[src/rtl/stopwatch_watch_ctrl.sv]
// Purpose: pushbutton/switch controller for the stopwatch run/clear FSM and watch field editing, plus status LEDs.
// Latency: one clock from a button press edge to registered outputs (run_stop, clear, edit_*, LED).
// Backpressure: none; inputs are debounced levels and every output is a level or a one-cycle pulse.
// Optional auto-repeat on held btn_u/btn_d is built when STOPWATCH_WATCH_CTRL_AUTO_REPEAT_EN is defined.
module stopwatch_watch_ctrl #(
    parameter int unsigned HOLD_CYCLES   = 50_000_000,
    parameter int unsigned REPEAT_CYCLES = 10_000_000
) (
    input  logic       clk,
    input  logic       reset,
    input  logic       btn_u,
    input  logic       btn_d,
    input  logic       btn_r,
    input  logic       btn_l,
    input  logic       watch_select,
    input  logic       edit_en,
    output logic       run_stop,
    output logic       clear,
    output logic [1:0] edit_msec,
    output logic [1:0] edit_sec,
    output logic [1:0] edit_min,
    output logic [1:0] edit_hour,
    output logic [3:0] LED
);

    // Encoding keeps RUN and CLR on separate bits so the outputs are plain register bits.
    typedef enum logic [1:0] {
        ST_STOP = 2'b00,
        ST_RUN  = 2'b01,
        ST_CLR  = 2'b10
    } sw_state_t;

    // Button history {l, r, d, u}; armed_q masks events on the first cycle after reset
    // so a button held through reset must be released and pressed again.
    logic [3:0] btn_q;
    logic       armed_q;
    logic [3:0] btn_now;
    logic [3:0] press;
    logic       ev_u, ev_d, ev_r, ev_l;
    logic       sw_act, ed_act;

    sw_state_t  state_q, state_d;
    logic [1:0] ptr_q, ptr_d;
    logic [3:0][1:0] edit_q, edit_d;
    logic [3:0] led_q, led_d;

    // Value-edit requests: a press event or an auto-repeat tick.
    logic       rep_u, rep_d;
    logic       val_u, val_d;

    assign btn_now = {btn_l, btn_r, btn_d, btn_u};
    assign press   = armed_q ? (btn_now & ~btn_q) : 4'b0000;
    assign ev_u    = press[0];
    assign ev_d    = press[1];
    assign ev_r    = press[2];
    assign ev_l    = press[3];

    assign sw_act  = watch_select;
    assign ed_act  = ~watch_select & edit_en;

    assign val_u   = ev_u | rep_u;
    assign val_d   = ev_d | rep_d;

    // Button history registers used for rising-edge detection.
    always_ff @(posedge clk) begin
        if (reset) begin
            btn_q   <= 4'b0000;
            armed_q <= 1'b0;
        end else begin
            btn_q   <= btn_now;
            armed_q <= 1'b1;
        end
    end

    // Stopwatch FSM state register; reset lands in STOP without a clear pulse.
    always_ff @(posedge clk) begin
        if (reset) begin
            state_q <= ST_STOP;
        end else begin
            state_q <= state_d;
        end
    end

    // Stopwatch next state: btn_r toggles run/stop and wins over btn_l; btn_l clears only from STOP.
    always_comb begin
        state_d = state_q;
        case (state_q)
            ST_STOP: begin
                if (sw_act && ev_r) begin
                    state_d = ST_RUN;
                end else if (sw_act && ev_l) begin
                    state_d = ST_CLR;
                end
            end
            ST_RUN: begin
                if (sw_act && ev_r) begin
                    state_d = ST_STOP;
                end
            end
            ST_CLR:  state_d = ST_STOP;
            default: state_d = ST_STOP;
        endcase
    end

    // Stopwatch outputs decoded straight from the state register bits.
    always_comb begin
        run_stop = (state_q == ST_RUN);
        clear    = (state_q == ST_CLR);
    end

    // Field pointer: l/r move it with wrap, a simultaneous value edit freezes it, leaving edit mode zeroes it.
    always_comb begin
        ptr_d = ptr_q;
        if (!ed_act) begin
            ptr_d = 2'd0;
        end else if (!(val_u || val_d)) begin
            if (ev_l && !ev_r) begin
                ptr_d = ptr_q + 2'd1;
            end else if (ev_r && !ev_l) begin
                ptr_d = ptr_q - 2'd1;
            end
        end
    end

    // Edit pulses target the field selected before any same-cycle pointer move; up beats down.
    always_comb begin
        edit_d = '0;
        if (ed_act) begin
            if (val_u) begin
                edit_d[ptr_q] = 2'b01;
            end else if (val_d) begin
                edit_d[ptr_q] = 2'b11;
            end
        end
    end

    // LED reflects the state as it will be after this edge, so it changes together with the outputs it describes.
    always_comb begin
        led_d = 4'b0000;
        if (ed_act) begin
            led_d = 4'b0001 << ptr_d;
        end else if (sw_act) begin
            led_d = {2'b10, (state_d == ST_CLR), (state_d == ST_RUN)};
        end
    end

    // Pointer, edit pulse and LED registers.
    always_ff @(posedge clk) begin
        if (reset) begin
            ptr_q  <= 2'd0;
            edit_q <= '0;
            led_q  <= 4'b0000;
        end else begin
            ptr_q  <= ptr_d;
            edit_q <= edit_d;
            led_q  <= led_d;
        end
    end

    assign edit_msec = edit_q[0];
    assign edit_sec  = edit_q[1];
    assign edit_min  = edit_q[2];
    assign edit_hour = edit_q[3];
    assign LED       = led_q;

`ifdef STOPWATCH_WATCH_CTRL_AUTO_REPEAT_EN
    // Auto-repeat tracker: counts down from the press event, fires after HOLD_CYCLES, then every REPEAT_CYCLES.
    logic        rep_act_q, rep_act_d;
    logic        rep_is_d_q, rep_is_d_d;
    logic [31:0] rep_cnt_q, rep_cnt_d;
    logic        rep_fire;

    // Repeat next state: a new press restarts tracking, release or leaving edit mode cancels it.
    always_comb begin
        rep_act_d  = rep_act_q;
        rep_is_d_d = rep_is_d_q;
        rep_cnt_d  = rep_cnt_q;
        rep_fire   = 1'b0;
        if (!ed_act) begin
            rep_act_d = 1'b0;
            rep_cnt_d = 32'd0;
        end else if (ev_u) begin
            rep_act_d  = 1'b1;
            rep_is_d_d = 1'b0;
            rep_cnt_d  = HOLD_CYCLES - 32'd1;
        end else if (ev_d) begin
            rep_act_d  = 1'b1;
            rep_is_d_d = 1'b1;
            rep_cnt_d  = HOLD_CYCLES - 32'd1;
        end else if (rep_act_q && (rep_is_d_q ? btn_d : btn_u)) begin
            if (rep_cnt_q == 32'd0) begin
                rep_fire  = 1'b1;
                rep_cnt_d = REPEAT_CYCLES - 32'd1;
            end else begin
                rep_cnt_d = rep_cnt_q - 32'd1;
            end
        end else begin
            rep_act_d = 1'b0;
            rep_cnt_d = 32'd0;
        end
    end

    // Repeat tracker registers.
    always_ff @(posedge clk) begin
        if (reset) begin
            rep_act_q  <= 1'b0;
            rep_is_d_q <= 1'b0;
            rep_cnt_q  <= 32'd0;
        end else begin
            rep_act_q  <= rep_act_d;
            rep_is_d_q <= rep_is_d_d;
            rep_cnt_q  <= rep_cnt_d;
        end
    end

    assign rep_u = rep_fire & ~rep_is_d_q;
    assign rep_d = rep_fire &  rep_is_d_q;
`else
    // Without auto-repeat only press events edit; the timing parameters are deliberately inert.
    logic unused_params;
    assign unused_params = ^{HOLD_CYCLES, REPEAT_CYCLES};
    assign rep_u = 1'b0;
    assign rep_d = 1'b0;
`endif

endmodule

[config.mk]
export PLATFORM = sky130hd
export DESIGN_NAME = stopwatch_watch_ctrl
export DESIGN_NICKNAME = d
export VERILOG_FILES = /design/src/rtl/stopwatch_watch_ctrl.sv
export SDC_FILE = /design/constraint.sdc
export NUM_CORES = 1
export LEC_CHECK = 0
export BUFFER_PORTS_ARGS = -buffer_cell sky130_fd_sc_hd__buf_2
export CAP_MARGIN = 5
export CORE_MARGIN = 2
export CORE_UTILIZATION = 42
export DETAILED_ROUTE_END_ITERATION = 10
export PLACE_DENSITY = 0.66
export SLEW_MARGIN = 15
export SYNTH_ARGS = -nofsm -noshare
export SYNTH_HDL_FRONTEND = slang
export SYNTH_SLANG_ARGS = --single-unit
[constraint.sdc]
create_clock -name clk -period 4.75 [get_ports clk]
set_input_delay 0.2375 -clock clk [delete_from_list [all_inputs] [get_ports clk]]
set_output_delay 0.2375 -clock clk [all_outputs]
set_load 0.01 [all_outputs]
==> results of run 1 <==
==> worst max-delay path: stages, from the launching register on <==
cell and delay, ps:
dfxtp_1 410, inv_1 90, ha_1 320, or3_1 380
a21o_1 200, and2_4 160, o32ai_2 240
==> kinds of logic after synthesis <==
kind of cell               Yosys count
xor gates and xnor gates             2
adders and majority gates            4
AOI/OAI and AO/OA                    9
DFF                                 21
buffers and inverters                5
and+or+nand+nor                     42
==> state kept, by name, indices dropped and copies added (netlist names) <==
register,count
edit_min,2
btn_q,4
ptr_q,2
edit_hour,2
edit_sec,2
state_q,2
armed_q,1
LED,4
edit_msec,2
==> metal layers <==
| metal | global-route usage [%] | vias to the layer above | wire length [µm] |
|---|---|---|---|
| li1 | - | 323 | - |
| met1 | 15.2 | 278 | 594 |
| met2 | 21.8 | 17 | 626 |
| met3 | 3.09 | 4 | 63 |
| met4 | 7.62 | 0 | 33 |
| met5 | 0 | - | 0 |
==> power by group through the flow <==
stage	Sequential [µW]	Clock, µW	Combinational (µW)
final	183	81.4	26.7
after global routing	184	93.3	29.8
after CTS	183	87.0	26.9
after detailed placement	187	0	26.4
after global placement	187	0	26.5
after floorplan	187	0	16.6
==> cell type report <==
class                           count  area, µm²  share of cell area (%)
Tap cell                           27       33.8                    3.39
Clock inverter                      1       5.00                   0.503
Multi-Input combinational cell     57        390                    39.2
Clock buffer                        3       22.5                    2.26
Inverter                            5       18.8                    1.88
Timing Repair Buffer               21        105                    10.6
Sequential cell                    21        420                    42.2
==> synth_stat cells, types with 2 or more instances <==
library cell,count
and3_1,2
o31ai_1,2
a21oi_1,3
nand2_1,6
nor2b_1,6
nand2b_1,2
inv_1,5
or3_1,2
nor2_1,5
and2_1,8
xnor2_1,2
dfxtp_1,21
nand3_1,3
ha_1,4
==> worst max path at each step <==
| stage | endpoint | slack (ps) | cells past startpoint |
|---|---|---|---|
| finish | LED[3] | 2880 | 6 |
| global route | LED[3] | 2760 | 6 |
| CTS | LED[3] | 2860 | 6 |
| detailed placement | LED[3] | 2900 | 6 |
| global placement | LED[3] | 2980 | 6 |
| floorplan | LED[0] | 3010 | 6 |
==> metrics by stage <==
stage / total power [µW] / worst slack, ps / utilization (%)
detailed placement: 213 / 2900 / 50.9
CTS: 297 / 2860 / 52.4
global placement: 213 / 2980 / 50.9
floorplan: 204 / 3010 / -
finish: 291 / 2880 / 52.4
global route: 307 / 2760 / 52.4
==> impl_metrics.json, run 1 <==
{
  "status": "complete, no violations",
  "fmax_mhz": 534,
  "synth_area_leaders": "dfxtp_1 51%, and2_1 6.0%, ha_1 6.0%",
  "coreArea_um2": 1900,
  "finalInstanceArea_um2": 996,
  "path_clk_slew_ps": 110,
  "place_congestion": 0.770,
  "wire_per_inst_um": 9.76,
  "root_buffer": "clkbuf_4",
  "async_flop_share_pct": 0,
  "max-slew-margin-rel_pct": 71.4,
  "io_pins": 22,
  "n_antenna_cell": 0,
  "fin_tns_setup_ps": 0,
  "reg2reg_to": "LED[3]",
  "startpoint_type": "flip-flop",
  "p_leak_uw": 0.000483,
  "p_switching_uw": 66.3,
  "synth_nets": 95,
  "whs_endpoint": "btn_q[1]",
  "power_density_nw_per_um2": 292,
  "criticalPathCategory": "flip-flop to flip-flop",
  "hold_buffers": 0,
  "clk_latency_ps": 290,
  "synthFlopType": "dfxtp_1",
  "final_nets": 121,
  "yosys.cell_types.count": 26,
  "synth_top_area_share_pct": 50.7,
  "cts_sinks": 21,
  "ant_nets": 0,
  "drt_iter0_drc": 1,
  "synth-adder-area-share_pct": 6.03,
  "rows": 16,
  "switching_share_pct": 22.8,
  "grt_util_all_layers_pct": 13.0,
  "port_buffers": 21,
  "route.detailed.drc": 0,
  "routed_wl_mm": 1.32,
  "combPwrFrac_pct": 9.2,
  "hold_path.class": "input port to flip-flop",
  "synthSimpleGateAreaFrac_pct": 30.6,
  "power_frac_seq_pct": 62.9,
  "cts_tree": "yes",
  "synthMuxAreaShare_pct": 0,
  "post_cts_resized": 0,
  "htreeDepth": 1,
  "syn_area_per_cell_um2": 9.99,
  "ys_seq_area_share_pct": 50.7,
  "dr.pass1.iters": 4,
  "clockPowerShare_pct": 28.0,
  "hold-path-cell-count": 2,
  "grt_pass1_wl_mm": 2.46,
  "antenna_found_initial": 0,
  "start_util_pct": 43.6,
  "fin_cells": 135,
  "grt_max_degree": 13,
  "hold_start": "btn_d",
  "crit_path_max_fanout": 4,
  "synth_edf_count": 0,
  "final_cell_mix": "21 x dfxtp_1, 21 x buf_2, 8 x and2_1",
  "fillCellCount": 177,
  "die_height_um": 48.4,
  "max-clock-path-buffers": 2,
  "die_x_um": 48.4,
  "p_int_uw": 225,
  "fin_skew_ps": 2.29,
  "vias_per_cell": 4.61,
  "ys_ff_latch": 21,
  "syn_area_um2": 830,
  "crit_path_end_kind": "flip-flop",
  "netlist_instances": 83,
  "area_growth_pct": 20.1,
  "maxCapViolCount": 0,
  "arrival_ps": 2090,
  "cp.required_ps": 4970,
  "synth_top_family_by_area": "simple AND/OR/NAND/NOR gates",
  "synth_compound_area_share_pct": 8.30,
  "finalHoldViolations": 0,
  "min_period_ps": 1870,
  "ir_drop_v": 0.000146,
  "cts_setup_buffers": 0,
  "dieArea_um2": 2350,
  "numPlacedInstances": 131,
  "final.period_utilization_pct": 39.4,
  "gr-total-overflow": 0,
  "dpl-instance-area_um2": 968,
  "ff2ff_setup_slack_ps": 2880,
  "yosysTopAreaCell": "dfxtp_1",
  "vias": 622,
  "drive_gt1_share_pct": 27.8,
  "regToRegStartpoint": "ptr_q[0]",
  "grt_setup_unrepaired": "false",
  "ys_warn_count": 0,
  "cp-startpoint": "ptr_q[0]",
  "worst_pin_slew_ps": 425,
  "grt_pass1_vias": 602,
  "synth-xor-area-share_pct": 2.11,
  "dp_hpwl_mm": 1.04,
  "final_max_slew_viol_count": 0,
  "cts_made_buffers": 3,
  "fin_hold_ws_ps": 165,
  "reg2regPathDepth": 6,
  "setup_viol": 0
}
Power figures use the tool's default switching activity.
==> run 2: changes to the inputs <==
==> constraint.sdc (replaced) <==
create_clock -name clk -period 1.75 [get_ports clk]
set_input_delay 0.0875 -clock clk [delete_from_list [all_inputs] [get_ports clk]]
set_output_delay 0.0875 -clock clk [all_outputs]
set_load 0.01 [all_outputs]
==> run 2 against run 1 <==
Worst setup slack got worse by 2800 ps. Combinational power increased to 2.8 times the previous value. Clock power increased to 2.8 times the previous value. Routed wire length increased by 4.2%. Clock skew increased by 3.4 ps. First-iteration DRC count increased to 11 times the previous value. Sequential share of layout area decreased by 0.48 points.
==> impl_metrics.json, run 2 (synthesized netlist as in run 1, its figures left out) <==
{
  "status": "complete, no violations",
  "ant_nets": 0,
  "cts_made_buffers": 3,
  "fin_cells": 137,
  "cts_sinks": 21,
  "path_buf_inv": 1,
  "routed_wl_mm": 1.37,
  "hold_path.class": "input port to flip-flop",
  "die_x_um": 48.4,
  "final.period_utilization_pct": 94.1,
  "power_density_nw_per_um2": 786,
  "antenna_found_initial": 0,
  "switching_share_pct": 23.3,
  "cp.required_ps": 1950,
  "final_common_cell": "buf_2",
  "cp_cell_sequence": "inv_1 > ha_1 > or3_1 > a21o_1 > and2_4 > a32o_1",
  "path_clk_slew_ps": 110,
  "startpoint_type": "flip-flop",
  "grt_util_all_layers_pct": 13.4,
  "final_max_slew_viol_count": 0,
  "gr-total-overflow": 0,
  "place_congestion": 0.772,
  "finalHoldViolations": 0,
  "grt_pass1_vias": 628,
  "grt_pass1_wl_mm": 2.48,
  "numPlacedInstances": 133,
  "final_util_pct": 53.3,
  "vias": 626,
  "setup_viol": 0,
  "hold_buffers": 0,
  "final_cell_mix": "21 x buf_2, 19 x dfxtp_1, 8 x and2_1",
  "power_frac_seq_pct": 62.3,
  "drt_iter0_drc": 11,
  "clockPowerShare_pct": 28.4,
  "grt_max_degree": 13,
  "start_util_pct": 43.6,
  "fin_skew_ps": 5.72,
  "root_buffer": "clkbuf_4",
  "arrival_ps": 1850,
  "ir_drop_v": 0.000449,
  "final_nets": 123,
  "criticalPathCategory": "flip-flop to flip-flop",
  "port_buffers": 21,
  "combPwrFrac_pct": 9.3,
  "min_period_ps": 1650,
  "dpl-instance-area_um2": 983,
  "vias_per_cell": 4.57,
  "n_antenna_cell": 0,
  "area_growth_pct": 22.2,
  "fin_tns_setup_ps": 0,
  "io_pins": 22,
  "htreeDepth": 1,
  "worst_pin_slew_ps": 434,
  "p_switching_uw": 186,
  "power_uw": 796,
  "max-slew-margin-rel_pct": 70.8,
  "cts_tree": "yes",
  "slowest_stage": "dfxtp_2",
  "dr.pass1.iters": 4,
  "fmax_mhz": 607,
  "finalInstanceArea_um2": 1010,
  "p_leak_uw": 0.000495,
  "grt_setup_unrepaired": "false",
  "dieArea_um2": 2350,
  "p_int_uw": 610,
  "dp_hpwl_mm": 1.07,
  "crit_path_end_kind": "flip-flop",
  "crit_path_max_fanout": 3,
  "wire_per_inst_um": 10.0,
  "rows": 16,
  "clk_latency_ps": 300,
  "die_height_um": 48.4,
  "max-clock-path-buffers": 2,
  "drive_gt1_share_pct": 30.9,
  "route.detailed.drc": 0,
  "coreArea_um2": 1900,
  "maxCapViolCount": 0,
  "critPathMaxStageDelay_ps": 340,
  "crit_family": "simple AND/OR/NAND/NOR gates"
}
[run 2: cell types whose count changed in the layout (fill, tap and decap cells not counted)]
cell,delta
dfxtp_1,-2
dfxtp_2,+2
buf_4,+2
[run 2: timing repair]
item	in CTS	in global routing
setup endpoints to repair	0	2
endpoints found under the hold margin	0	0
resized for setup	0	2
setup buffers	0	0
[run 2: worst paths after layout]
check / startpoint / endpoint / slack (ps) / cells past startpoint
worst max register to register: ptr_q[1] / LED[0] / 100 / 6
worst min-delay path: btn_u / btn_q[0] / 10 / 2
worst max-delay path: ptr_q[1] / LED[0] / 100 / 6
worst min register to register: state_q[0] / state_q[0] / 550 / 2
[run 2: power by group through the flow]
stage          Combinational, µW  Clock, µW  Sequential, µW
4_1_cts                     73.6        240             497
5_1_grt                     82.7        257             499
2_1_floorplan               45.2          0             509
3_3_place_gp                72.2          0             507
6_report                    73.7        226             496
3_5_place_dp                73.1          0             507
[run 2: routing by layer]
| layer | vias up | global-route usage (%) | wire length (µm) |
|---|---|---|---|
| met2 | 19 | 23.8 | 667 |
| li1 | 327 | - | - |
| met1 | 278 | 14.9 | 606 |
| met5 | - | 0 | 0 |
| met4 | 0 | 8.57 | 23 |
| met3 | 2 | 1.85 | 74 |
[run 2: area by class of cell]
| type | count | area, µm² |
|---|---|---|
| Timing Repair Buffer | 23 | 120 |
| Fill cell | 177 | 888 |
| Clock buffer | 3 | 22.5 |
| Sequential cell | 21 | 423 |
| Multi-Input combinational cell | 57 | 390 |
| Clock inverter | 1 | 5.00 |
| Inverter | 5 | 18.8 |
| Tap cell | 27 | 33.8 |
[run 2: metrics by stage]
| stage | setup slack [ps] | hold WS (ps) |
|---|---|---|
| after floorplan | 11.2 | 159 |
| after global placement | 67.4 | 318 |
| after detailed placement | 34.7 | 323 |
| after CTS | 18.3 | 3.39 |
| after global routing | 52.6 | 7.04 |
| final | 104 | 11.2 |
==> run 3: changes to the inputs <==
--- a/config.mk
+++ b/config.mk
@@ -10,8 +10,10 @@
 export CORE_MARGIN = 2
 export CORE_UTILIZATION = 42
 export DETAILED_ROUTE_END_ITERATION = 10
-export PLACE_DENSITY = 0.66
+export GPL_TIMING_DRIVEN = 0
+export PLACE_DENSITY = 0.69
 export SLEW_MARGIN = 15
 export SYNTH_ARGS = -nofsm -noshare
 export SYNTH_HDL_FRONTEND = slang
 export SYNTH_SLANG_ARGS = --single-unit
+export TNS_END_PERCENT = 5
==> constraint.sdc (replaced) <==
create_clock -name clk -period 1.35 [get_ports clk]
set_input_delay 0.0675 -clock clk [delete_from_list [all_inputs] [get_ports clk]]
set_output_delay 0.0675 -clock clk [all_outputs]
set_load 0.01 [all_outputs]
==> run 3 against run 2 <==
The run now ends with setup timing left. First-iteration DRC count is 55% lower. Via count rose by 2.9%. Utilization rose by 2.2 points. Combinational power is 40% higher. Non-clock buffer count up 2. Count of clock-buffer cells in the layout is the same. Largest cell class unchanged. Global-route usage increased by 0.38 points. Sequential power grew 29%. Die area stayed put. Critical endpoint unchanged. Worst setup slack worse by 360 ps.
==> impl_metrics.json, run 3 (synthesized netlist as in run 1, its figures left out) <==
{
  "status": "finished with violations",
  "violations": "setup timing",
  "grt_setup_unrepaired": "true",
  "vias": 644,
  "setup_viol": 5,
  "cts_made_buffers": 3,
  "area_growth_pct": 27.3,
  "path_clk_slew_ps": 110,
  "n_antenna_cell": 0,
  "fin_skew_ps": 2.51,
  "grt_pass1_vias": 614,
  "fmax_mhz": 622,
  "final_common_cell": "buf_2",
  "gr-total-overflow": 0,
  "dieArea_um2": 2350,
  "clk_latency_ps": 300,
  "critPathMaxStageDelay_ps": 350,
  "routed_wl_mm": 1.48,
  "max-clock-path-buffers": 2,
  "cts_tree": "yes",
  "antenna_found_initial": 0,
  "power_density_nw_per_um2": 980,
  "slowest_stage": "dfxtp_2",
  "route.detailed.drc": 0,
  "drt_iter0_drc": 5,
  "hold_path.class": "input port to flip-flop",
  "final.period_utilization_pct": 119,
  "ant_nets": 0,
  "grt_pass1_wl_mm": 2.51,
  "vias_per_cell": 4.63,
  "cp_cell_sequence": "inv_2 > ha_4 > or3_1 > a21o_1 > and2_4 > a32o_1",
  "max-slew-margin-rel_pct": 74.2,
  "fillCellCount": 187,
  "place_congestion": 0.811,
  "dp_slack_ps": -279,
  "crit_path_max_fanout": 3,
  "coreArea_um2": 1900,
  "crit_path_end_kind": "flip-flop",
  "hold-path-cell-count": 2,
  "dpl-instance-area_um2": 983,
  "htreeDepth": 1,
  "p_leak_uw": 0.000507,
  "startpoint_type": "flip-flop",
  "min_period_ps": 1610,
  "start_util_pct": 43.6,
  "rows": 16,
  "criticalPathCategory": "flip-flop to flip-flop",
  "port_buffers": 21,
  "final_nets": 125,
  "ir_drop_v": 0.000985,
  "fin_cells": 139,
  "die_height_um": 48.4,
  "root_buffer": "clkbuf_4",
  "grt_max_degree": 13,
  "die_x_um": 48.4,
  "dr.pass1.iters": 4,
  "dp_hpwl_mm": 1.14,
  "cp.required_ps": 1540,
  "maxCapViolCount": 0,
  "wire_per_inst_um": 10.6,
  "numPlacedInstances": 131,
  "fin_ws_ps": -257,
  "cts_sinks": 21,
  "reg2regPathDepth": 6,
  "final_cell_mix": "21 x buf_2, 19 x dfxtp_1, 8 x and2_1",
  "finalHoldViolations": 0,
  "worst_pin_slew_ps": 387,
  "power_uw": 1030,
  "final_max_slew_viol_count": 0,
  "drive_gt1_share_pct": 33.9,
  "finalInstanceArea_um2": 1060,
  "io_pins": 22,
  "grt_util_all_layers_pct": 13.8,
  "arrival_ps": 1800
}
-- run 3: critical path: cells and delay by family, from the launching register on --
| kind | cells | cell delay, ps |
|---|---|---|
| adder cells (fa/ha/maj) | 1 | 230 |
| AND/OR/NAND/NOR | 2 | 480 |
| buffers and inverters | 1 | 50 |
| AO/OA/AOI/OAI | 2 | 400 |
| flip-flops | 1 | 350 |
-- run 3: per-layer routing --
| metal | part of all wire, % | vias to the layer above | track usage (%) |
|---|---|---|---|
| li1 | - | 329 | - |
| met1 | 37 | 291 | 13.3 |
| met2 | 56 | 20 | 26.9 |
| met3 | 5.4 | 4 | 4.94 |
| met4 | 1.5 | 0 | 4.29 |
| met5 | 0 | - | 0 |
-- run 3: final cells by class --
class | instances | area [µm²] | share of cell area [%]
clock inverter | 1 | 5.00 | 0.474
multi-input combinational | 57 | 410 | 38.9
inverter | 5 | 18.8 | 1.78
clock buffer | 3 | 22.5 | 2.13
sequential | 21 | 425 | 40.3
tap | 27 | 33.8 | 3.20
timing repair buffer | 25 | 140 | 13.3
-- run 3: power by group --
part,total [µW],internal (µW),switching [µW]
registers,642,634,8.30
logic,103,50.4,52.2
clock network,290,110,180
total,1030,794,240
-- run 3: path summary, 6_finish.rpt --
| kind | start | end | slack, ps |
|---|---|---|---|
| setup reg to reg | ptr_q[1] | LED[0] | -260 |
| hold / removal | btn_l | btn_q[3] | 5 |
| hold reg to reg | state_q[0] | state_q[0] | 550 |
| setup / recovery | ptr_q[1] | LED[0] | -260 |
-- run 3: through the flow --
step	setup TNS [ps]	utilization, %	hold WS (ps)
final	-596	55.5	5.38
after detailed placement	-744	51.7	310
after global placement	-632	51.7	299
after floorplan	-390	-	139
after global routing	-1030	55.5	19.2
after CTS	-594	55.1	1.96
-- run 3: timing repair --
action	CTS	global route
hold buffers	2	0
setup buffers	2	0
pin swaps	2	0
endpoints found under the setup margin	5	6
hold endpoints to repair	2	0
gates resized for setup	1	1
